[config.mk]
export PLATFORM = sky130hd
export DESIGN_NAME = strela_mem_arbiter_flat
export DESIGN_NICKNAME = d
export VERILOG_FILES = /design/src/rtl/strela_mem_arbiter_if.sv /design/src/rtl/strela_mem_arbiter.sv /design/src/flat_wrapper.sv
export SDC_FILE = /design/constraint.sdc
export NUM_CORES = 1
export LEC_CHECK = 0
export BUFFER_PORTS_ARGS = -buffer_cell sky130_fd_sc_hd__buf_2
export CORE_AREA = 2 2 365 367
export CTS_CLUSTER_SIZE = 10
export DETAILED_ROUTE_END_ITERATION = 10
export DIE_AREA = 0 0 367 369
export PLACE_DENSITY = 0.37
export SLEW_MARGIN = 20
export SYNTH_ARGS = -nofsm -noshare
export SYNTH_HDL_FRONTEND = slang
export SYNTH_SLANG_ARGS = --single-unit
export TNS_END_PERCENT = 1
[constraint.sdc]
create_clock -name clk_i -period 8.41 [get_ports clk_i]
set_clock_uncertainty 0.15 [all_clocks]
set_input_delay 2.1025 -clock clk_i [delete_from_list [all_inputs] [get_ports clk_i]]
set_output_delay 2.1025 -clock clk_i [all_outputs]
set_load 0.02 [all_outputs]
[src/rtl/strela_mem_arbiter_if.sv]
// OBI request/response payloads and the bundle that connects the memory masters and the shared port to the arbiter.
// The arbiter uses the slave modport; the master modport is the view from the masters and the memory.
package strela_obi_pkg;
    localparam int unsigned ADDR_W = 32;
    localparam int unsigned DATA_W = 32;
    localparam int unsigned BE_W   = DATA_W / 8;

    typedef struct packed {
        logic              req;
        logic              we;
        logic [BE_W-1:0]   be;
        logic [ADDR_W-1:0] addr;
        logic [DATA_W-1:0] wdata;
    } obi_req_t;

    typedef struct packed {
        logic              gnt;
        logic              rvalid;
        logic [DATA_W-1:0] rdata;
    } obi_resp_t;
endpackage

interface strela_mem_arbiter_if #(
    parameter int unsigned NUM_MASTERS = 8
);
    import strela_obi_pkg::*;

    obi_req_t  [NUM_MASTERS-1:0] masters_req;
    obi_resp_t [NUM_MASTERS-1:0] masters_resp;
    obi_req_t                    slave_req;
    obi_resp_t                   slave_resp;

    modport slave  (input  masters_req, slave_resp, output masters_resp, slave_req);
    modport master (output masters_req, slave_resp, input  masters_resp, slave_req);
endinterface

[src/rtl/strela_mem_arbiter.sv]
// Round-robin OBI arbiter: shares one memory port among NUM_MASTERS masters and
// routes each response back to its issuer through an in-order ID FIFO.
module strela_mem_arbiter
    import strela_obi_pkg::*;
#(
    parameter int unsigned NUM_MASTERS     = 8,
    parameter int unsigned MAX_OUTSTANDING = 2
) (
    input  logic                             clk_i,
    input  logic                             rst_ni,
    strela_mem_arbiter_if.slave              bus,
    output logic [$clog2(MAX_OUTSTANDING):0] outstanding_o,
    output logic                             rsp_err_o
);
    localparam int unsigned IDX_W = (NUM_MASTERS > 1) ? $clog2(NUM_MASTERS) : 1;
    localparam int unsigned PTR_W = (MAX_OUTSTANDING > 1) ? $clog2(MAX_OUTSTANDING) : 1;
    localparam int unsigned CNT_W = $clog2(MAX_OUTSTANDING) + 1;

    logic [IDX_W-1:0] rr_ptr;
    logic [IDX_W-1:0] locked_idx;
    logic             lock;
    logic [IDX_W-1:0] id_fifo [MAX_OUTSTANDING];
    logic [PTR_W-1:0] wr_ptr;
    logic [PTR_W-1:0] rd_ptr;
    logic [CNT_W-1:0] count;
    logic             rsp_err;

    logic [IDX_W-1:0] sel;
    logic [IDX_W-1:0] cand_idx;
    logic [IDX_W-1:0] head;
    int unsigned      cand;
    logic             found;
    logic             can_issue;
    logic             issue;
    logic             handshake;
    logic             stall;
    logic             pop;

    // A stalled request keeps its slot; otherwise scan upward from the rr pointer.
    always_comb begin : select
        sel      = locked_idx;
        cand     = 0;
        cand_idx = '0;
        found    = 1'b0;
        if (!lock) begin
            sel = rr_ptr;
            for (int unsigned k = 0; k < NUM_MASTERS; k++) begin
                cand = 32'(rr_ptr) + k;
                if (cand >= NUM_MASTERS) cand = cand - NUM_MASTERS;
                cand_idx = IDX_W'(cand);
                if (!found && bus.masters_req[cand_idx].req) begin
                    found = 1'b1;
                    sel   = cand_idx;
                end
            end
        end
    end

    always_comb begin : control
        can_issue = (count < CNT_W'(MAX_OUTSTANDING));
        issue     = can_issue && bus.masters_req[sel].req;
        handshake = issue && bus.slave_resp.gnt;
        stall     = issue && !bus.slave_resp.gnt;
        head      = id_fifo[rd_ptr];
        pop       = bus.slave_resp.rvalid && (count != '0);
    end

    always_comb begin : route
        bus.slave_req    = issue ? bus.masters_req[sel] : '0;
        bus.masters_resp = '0;
        for (int unsigned i = 0; i < NUM_MASTERS; i++) begin
            bus.masters_resp[i].gnt    = handshake && (IDX_W'(i) == sel);
            bus.masters_resp[i].rvalid = pop && (IDX_W'(i) == head);
            bus.masters_resp[i].rdata  = bus.slave_resp.rdata;
        end
    end

    always_ff @(posedge clk_i or negedge rst_ni) begin : arb_state
        if (!rst_ni) begin
            rr_ptr     <= '0;
            lock       <= 1'b0;
            locked_idx <= '0;
        end else if (handshake) begin
            rr_ptr <= (sel == IDX_W'(NUM_MASTERS - 1)) ? '0 : sel + IDX_W'(1);
            lock   <= 1'b0;
        end else if (stall) begin
            lock       <= 1'b1;
            locked_idx <= sel;
        end else if (lock && !bus.masters_req[locked_idx].req) begin
            lock <= 1'b0;
        end
    end

    // In-order record of granted masters; OBI answers every grant in order.
    always_ff @(posedge clk_i or negedge rst_ni) begin : id_tracking
        if (!rst_ni) begin
            wr_ptr  <= '0;
            rd_ptr  <= '0;
            count   <= '0;
            rsp_err <= 1'b0;
            for (int unsigned i = 0; i < MAX_OUTSTANDING; i++) id_fifo[i] <= '0;
        end else begin
            if (handshake) begin
                id_fifo[wr_ptr] <= sel;
                wr_ptr <= (wr_ptr == PTR_W'(MAX_OUTSTANDING - 1)) ? '0 : wr_ptr + PTR_W'(1);
            end
            if (pop) rd_ptr <= (rd_ptr == PTR_W'(MAX_OUTSTANDING - 1)) ? '0 : rd_ptr + PTR_W'(1);
            if (handshake && !pop)      count <= count + CNT_W'(1);
            else if (!handshake && pop) count <= count - CNT_W'(1);
            if (bus.slave_resp.rvalid && (count == '0)) rsp_err <= 1'b1;
        end
    end

    assign outstanding_o = count;
    assign rsp_err_o     = rsp_err;
endmodule

[src/flat_wrapper.sv]
// flat-port wrapper written by rule: the top's interface ports become plain ports
module strela_mem_arbiter_flat import strela_obi_pkg::*;
#(
    parameter int unsigned NUM_MASTERS     = 8,
    parameter int unsigned MAX_OUTSTANDING = 2
)
  (clk_i, rst_ni, outstanding_o, rsp_err_o, bus_masters_req, bus_slave_resp, bus_masters_resp, bus_slave_req);
  strela_mem_arbiter_if #(.NUM_MASTERS(NUM_MASTERS)) bus_i ();
  input  logic clk_i;
  input  logic rst_ni;
  output logic [$clog2(MAX_OUTSTANDING):0] outstanding_o;
  output logic rsp_err_o;
  input wire logic [$bits(bus_i.masters_req)-1:0] bus_masters_req;
  input wire logic [$bits(bus_i.slave_resp)-1:0] bus_slave_resp;
  output wire logic [$bits(bus_i.masters_resp)-1:0] bus_masters_resp;
  output wire logic [$bits(bus_i.slave_req)-1:0] bus_slave_req;
  assign bus_i.masters_req = bus_masters_req;
  assign bus_i.slave_resp = bus_slave_resp;
  assign bus_masters_resp = bus_i.masters_resp;
  assign bus_slave_req = bus_i.slave_req;
  strela_mem_arbiter #(.NUM_MASTERS(NUM_MASTERS), .MAX_OUTSTANDING(MAX_OUTSTANDING)) u_core (.clk_i(clk_i), .rst_ni(rst_ni), .bus(bus_i), .outstanding_o(outstanding_o), .rsp_err_o(rsp_err_o));
endmodule
After elaboration in Yosys (flattened, before gate mapping):

Cells that the tools add are included.

* reduce and logical (&&, ||, !) cells: 50
* bitwise gates (word level): 3
* equal/unequal tests: 15
* shift operators: 0
* add/subtract/negate cells: 20
* multiply operators: 0
* order comparisons: 22
* multiplexer cells: 74
* divide/modulo/power cells: 0

Operator list (count)
* binary-select mux 70 bit (select 3 bit): 10
* 2-to-1 mux 70 bit: 11
* 2-to-1 mux 3 bit: 30
* < comparator 3 x 4 -> 1 bit (second input constant): 10
* logical AND 1 bit: 32
* greater-or-equal comparator 4 bit (second input constant): 7
* equality test 3 bit (first input constant): 8
* subtractor 3 x 1 -> 3 bit (second input constant): 8
* 2-to-1 mux 1 bit: 19
* adder 3 x 3 -> 4 bit (second input constant): 4
* equality test 2 x 3 -> 1 bit (first input constant): 4
* logical NOT 1 bit: 11
* adder 3 x 2 -> 4 bit (second input constant): 2
* bitwise mux 6 bit: 1
* equality test 1 x 3 -> 1 bit (first input constant): 2
* logical NOT 3 bit: 2
* adder 3 x 1 -> 4 bit (second input constant): 1
* greater-or-equal comparator 2 bit (second input constant): 2
* greater-or-equal comparator 3 x 4 -> 1 bit (second input constant): 1
* 2-to-1 mux 2 bit: 2
* inverter 1 -> 2 bit: 2
* nonzero test 2 bit: 2
* adder 3 x 1 -> 3 bit (second input constant): 1
* demux 3 bit (select 1 bit): 1
* 10 further kinds: 11

* latch bits: 0
* output and inout port bits: 345
* memories kept: 0
* register bits after elaboration: 18
* bits in writable memories: 0
* memory bits (read-only): 0
* input bits: 596

Longest topological paths before layout:

* depth after elaboration: 43
* mapped depth: 22
* depth with buffers taken out: 16

Worst setup path before layout:

No wires, ideal clock.

* kind: input to output
* start: input port bus_masters_req[279]
* end: output port bus_slave_req[60]
* stages on the path: 13
* arrival: 5.620 ns
* data required time: 6.157 ns
* buffers on the path: 3
* path slack: 0.537 ns
* cells stage by stage: clkbuf_1 > mux4_2 > mux2i_1 > nand2_1 > or4_1 > a21oi_2 > a311o_1 > a211oi_1 > a211oi_4 > o21bai_2 > buf_4 > buf_4 > nor3_1

* longest elaborated chain between the ends: 36
* elaborated cells between the ends (all ways): 57
* those cells by class: 42 x mux; 15 x reduce/logical

RTL lines
* from (decl): line flat_wrapper.sv:13 `input wire logic [$bits(bus_i.masters_req)-1:0] bus_masters_req;`
* binary-select mux 70 bit (select 3 bit): line strela_mem_arbiter.sv:51 `if (!found && bus.masters_req[cand_idx].req) begin`
* 2-to-1 mux 70 bit (not written as such): line strela_mem_arbiter.sv:51
* 2-to-1 mux 1 bit: line strela_mem_arbiter.sv:51
* 2-to-1 mux 1 bit: line strela_mem_arbiter.sv:45 `if (!lock) begin`
* logical NOT 1 bit: line strela_mem_arbiter.sv:51
* logical AND 1 bit: line strela_mem_arbiter.sv:51
* 2-to-1 mux 1 bit: line strela_mem_arbiter.sv:51
* 2-to-1 mux 1 bit: line strela_mem_arbiter.sv:45
* [20 not listed]
* logical NOT 1 bit: line strela_mem_arbiter.sv:51
* logical AND 1 bit: line strela_mem_arbiter.sv:51
* 2-to-1 mux 3 bit: line strela_mem_arbiter.sv:51
* 2-to-1 mux 3 bit: line strela_mem_arbiter.sv:45
* binary-select mux 70 bit (select 3 bit) (*): line strela_mem_arbiter.sv:61, strela_mem_arbiter.sv:69
* 2-to-1 mux 70 bit (not written as such) (*): line strela_mem_arbiter.sv:61, strela_mem_arbiter.sv:69
* logical AND 1 bit: line strela_mem_arbiter.sv:61 `issue = can_issue && bus.masters_req[sel].req;`
* 2-to-1 mux 70 bit (*): line strela_mem_arbiter.sv:69 `bus.slave_req = issue ? bus.masters_req[sel] : '0;`
* to (decl): line flat_wrapper.sv:16 `output wire logic [$bits(bus_i.slave_req)-1:0] bus_slave_req;`

Every way passes the cells marked *; elsewhere a longest branch is shown, timed or not. The select of a mux whose other input is x is not followed.

Final worst setup path:

* start: input port bus_masters_req[279]
* end: output port bus_slave_req[11]

Same word-level chain as after synthesis.

==> key figures <==
CTS
  • CTS tree: done
  • Clk buf depth: 2
  • CTS root buf: clkbuf_16
  • Worst-Skew Late Latency: 260 ps
  • TritonCTS buffer count: 3
  • Clock sinks: 18
  • Hold Buf Count CTS: 0
  • Clk pin slew, worst setup/hold paths: 60 ps
  • CTS H-tree lvls: 1

Layout
  • Post-layout nets: 2925
  • Share of cells above drive strength 1: 43.21%
  • Area grow syn2layout: 30.03%
  • Final non-filler cell total: 4084
  • Most common cell after layout, fill and taps aside: buf_2
  • Most frequent cells in the layout: 652 x buf_2, 416 x a21oi_1, 296 x nor2_1
  • Fillers: 15360

STA
  • Fmax: 121.4 MHz
  • Fin worst setup slack: 170.9 ps
  • Clock period minus worst slack: 8239 ps
  • Hold Violations, Final: 0
  • Slew Limit Headroom: 34.00%
  • Min Hold Slack: 320.7 ps
  • Slew Viols, Final: 0
  • Final setup viols: 0
  • Worst-margin pin slew: 990.0 ps
  • Final period utilization: 97.97%

Synthesis
  • Synth unique cells: 60
  • EDFF count, synth: 0
  • Avg Inst Size Synth: 7.034 µm²
  • Mapped Cells: 1978
  • Primary FF master, synth: dfrtp_1
  • Async S/R FF share, synth: 100.0%
  • Net Count, Synth: 2583
  • Synthesized area: 13910 µm²
  • Area share of the largest cell type after synthesis: 21.22%
  • #FFs+latches synth: 18
  • Post-synth top area cell: mux2i_1
  • Ranking of synthesized cells by area: mux2i_1 21%, a21oi_1 15%, buf_4 14%
  • Yosys warning count: 0
  • Register area share after synthesis: 3.237%

Worst setup path
  • Worst-path cell chain: buf_2 > mux4_2 > mux2i_1 > nand2_1 > or4_1 > a21oi_2 > a311oi_4 > nor2_4 > buf_12 > buf_4 > mux2_2 > a21oi_1 > buf_4 > nor3_1 > buf_2
  • Worst-path maximum fanout: 12
  • CP delay by family, top: multiplexers
  • R2R Setup Slk: 3240 ps
  • Critical Path Source Type: input pin
  • R2r startpoint: u_core.rr_ptr[0]
  • Arr. time, crit path: 5990 ps
  • CP max-delay cell: or4_1
  • Setup Crit Path Kind: in2out
  • Buffers plus inverters on the worst setup path: 5
  • Critical Path Sink Type: output port
  • Max incr delay on CP: 540 ps
  • Crit path from: bus_masters_req[279]
  • Worst path required time: 6160 ps

Placed design
  • GP Congestion: 0.8381
  • Setup WS pre-CTS: 50.62 ps
  • IO buf count: 652
  • Placed insts: 4070
  • Post-DP HPWL: 68740 µm

Run
  • Max Cap Viol: 0

GRT
  • First-pass GRT wire length: 116900 µm
  • Total GRT Usage: 11.64%
  • Total congestion overflow: 0
  • Initial antenna violation count: 39
  • Largest net degree at the start of global routing: 136
  • Vias in the first global route: 15704

Drt
  • Via count: 15990
  • Router iterations before antenna repair: 5
  • Routed vias/inst: 3.915
  • First DRT Iteration DRCs: 895
  • # DRC: 0
  • Routed Antenna Nets: 0
  • Detailed Route WL: 84580 µm
  • WL/cell: 20.71 µm

Min path
  • Hold Crit Start: u_core.rsp_err_o
  • Hold Path Class: reg2reg

Die
  • IO Pins: 941
  • Initial Utilization: 10.61%
  • Die W: 367 µm
  • Core ar.: 131100 µm²
  • Die area: 135400 µm²
  • Die Height: 369 µm
  • Cell Rows: 133

Status
  • Status: finished clean
through the flow:
step	area [µm²]	util, %	TNS (ps)
floorplan	13910	-	0
global placement	17950	13.69	-32.83
detailed placement	17950	13.69	0
CTS	18040	13.76	0
global route	18070	13.78	-63.38
finish	18090	13.80	0
final timing paths:
path                                           end  cells past startpoint
setup / recovery                 bus_slave_req[11]                     15
hold / removal                    u_core.rsp_err_o                      1
setup reg to reg           u_core.outstanding_o[1]                     19
hold reg to reg                   u_core.rsp_err_o                      1
max in group asynchronous     u_core.locked_idx[0]                      1
min in group asynchronous         u_core.rsp_err_o                      1
metal layers:
| layer | global-route usage [%] | wire length [µm] | up-vias | share of wire [%] |
|---|---|---|---|---|
| met1 | 15.07 | 36240 | 7448 | 43 |
| met4 | 2.120 | 1583 | 22 | 1.9 |
| met2 | 19.33 | 39530 | 747 | 47 |
| met3 | 3.190 | 7077 | 143 | 8.4 |
| met5 | 0 | 149 | - | 0.18 |
| li1 | - | - | 7630 | - |
flip-flops by register name, summed over array words and instances (netlist names):
signal / count
u_core.rsp_err_o: 1
u_core.rd_ptr: 1
u_core.wr_ptr: 1
u_core.lock: 1
u_core.outstanding_o: 2
u_core.id_fifo: 6
u_core.rr_ptr: 3
u_core.locked_idx: 3
what timing repair did:
item                                    CTS  global route
buffers inserted                          0             0
endpoints found under the hold margin     0             0
endpoints found under the setup margin    0            29
gates resized for setup                   0             5
worst register-to-register path, delay by kind of cell (launching register included):
family / cells / cell delay [ps]
compound gates: 6 / 1610
flops: 1 / 340
mux: 2 / 930
fa+ha+maj: 2 / 760
buf+inv: 5 / 740
simple gates: 2 / 270
xor+xnor: 2 / 300
synthesized netlist by cell type (2+ instances only):
library cell / instances
mux4_2: 11
dfrtp_1: 18
o41ai_1: 2
a31oi_1: 5
buf_6: 8
xnor2_1: 5
nor2b_1: 5
nor2_1: 297
mux2_1: 2
mux2i_1: 295
inv_1: 15
or4_1: 3
buf_1: 9
nor3_1: 29
clkbuf_1: 125
o21ai_2: 2
a211oi_1: 3
and3_1: 6
a21o_1: 5
or3_1: 3
a32oi_1: 2
a32o_1: 3
o21ai_0: 6
a211o_1: 2
a22o_1: 5
o31ai_1: 5
a21oi_1: 420
nand2_1: 19
a22oi_1: 137
nor3_2: 47
buf_4: 259
o211ai_1: 2
nand3_1: 7
mux2_2: 151
xor2_1: 2
nand2b_1: 5
ha_1: 9
buf_2: 27
cells by family after synthesis:
kind of cell | Yosys count | synth area share, %
compound gates | 614 | 25.95
xor+xnor | 7 | 0.4407
fa+ha+maj | 9 | 0.8094
buf+inv | 444 | 19.64
flops | 18 | 3.237
mux | 459 | 35.39
simple gates | 427 | 14.53
final cells by class:
type                    count  area [µm²]  share of cell area, %
flip-flops and latches     18       454.2                  2.511
multi-input cells        1516       10820                  59.82
diodes                     10       25.02                 0.1383
inverters                  16       67.56                 0.3735
repair buffers            765        4437                  24.52
well taps                1755        2196                  12.14
clock buffers               4       88.84                 0.4910
Power is not shown: default switching activity piles up to over one toggle a cycle in this logic, so the estimate is an artifact.
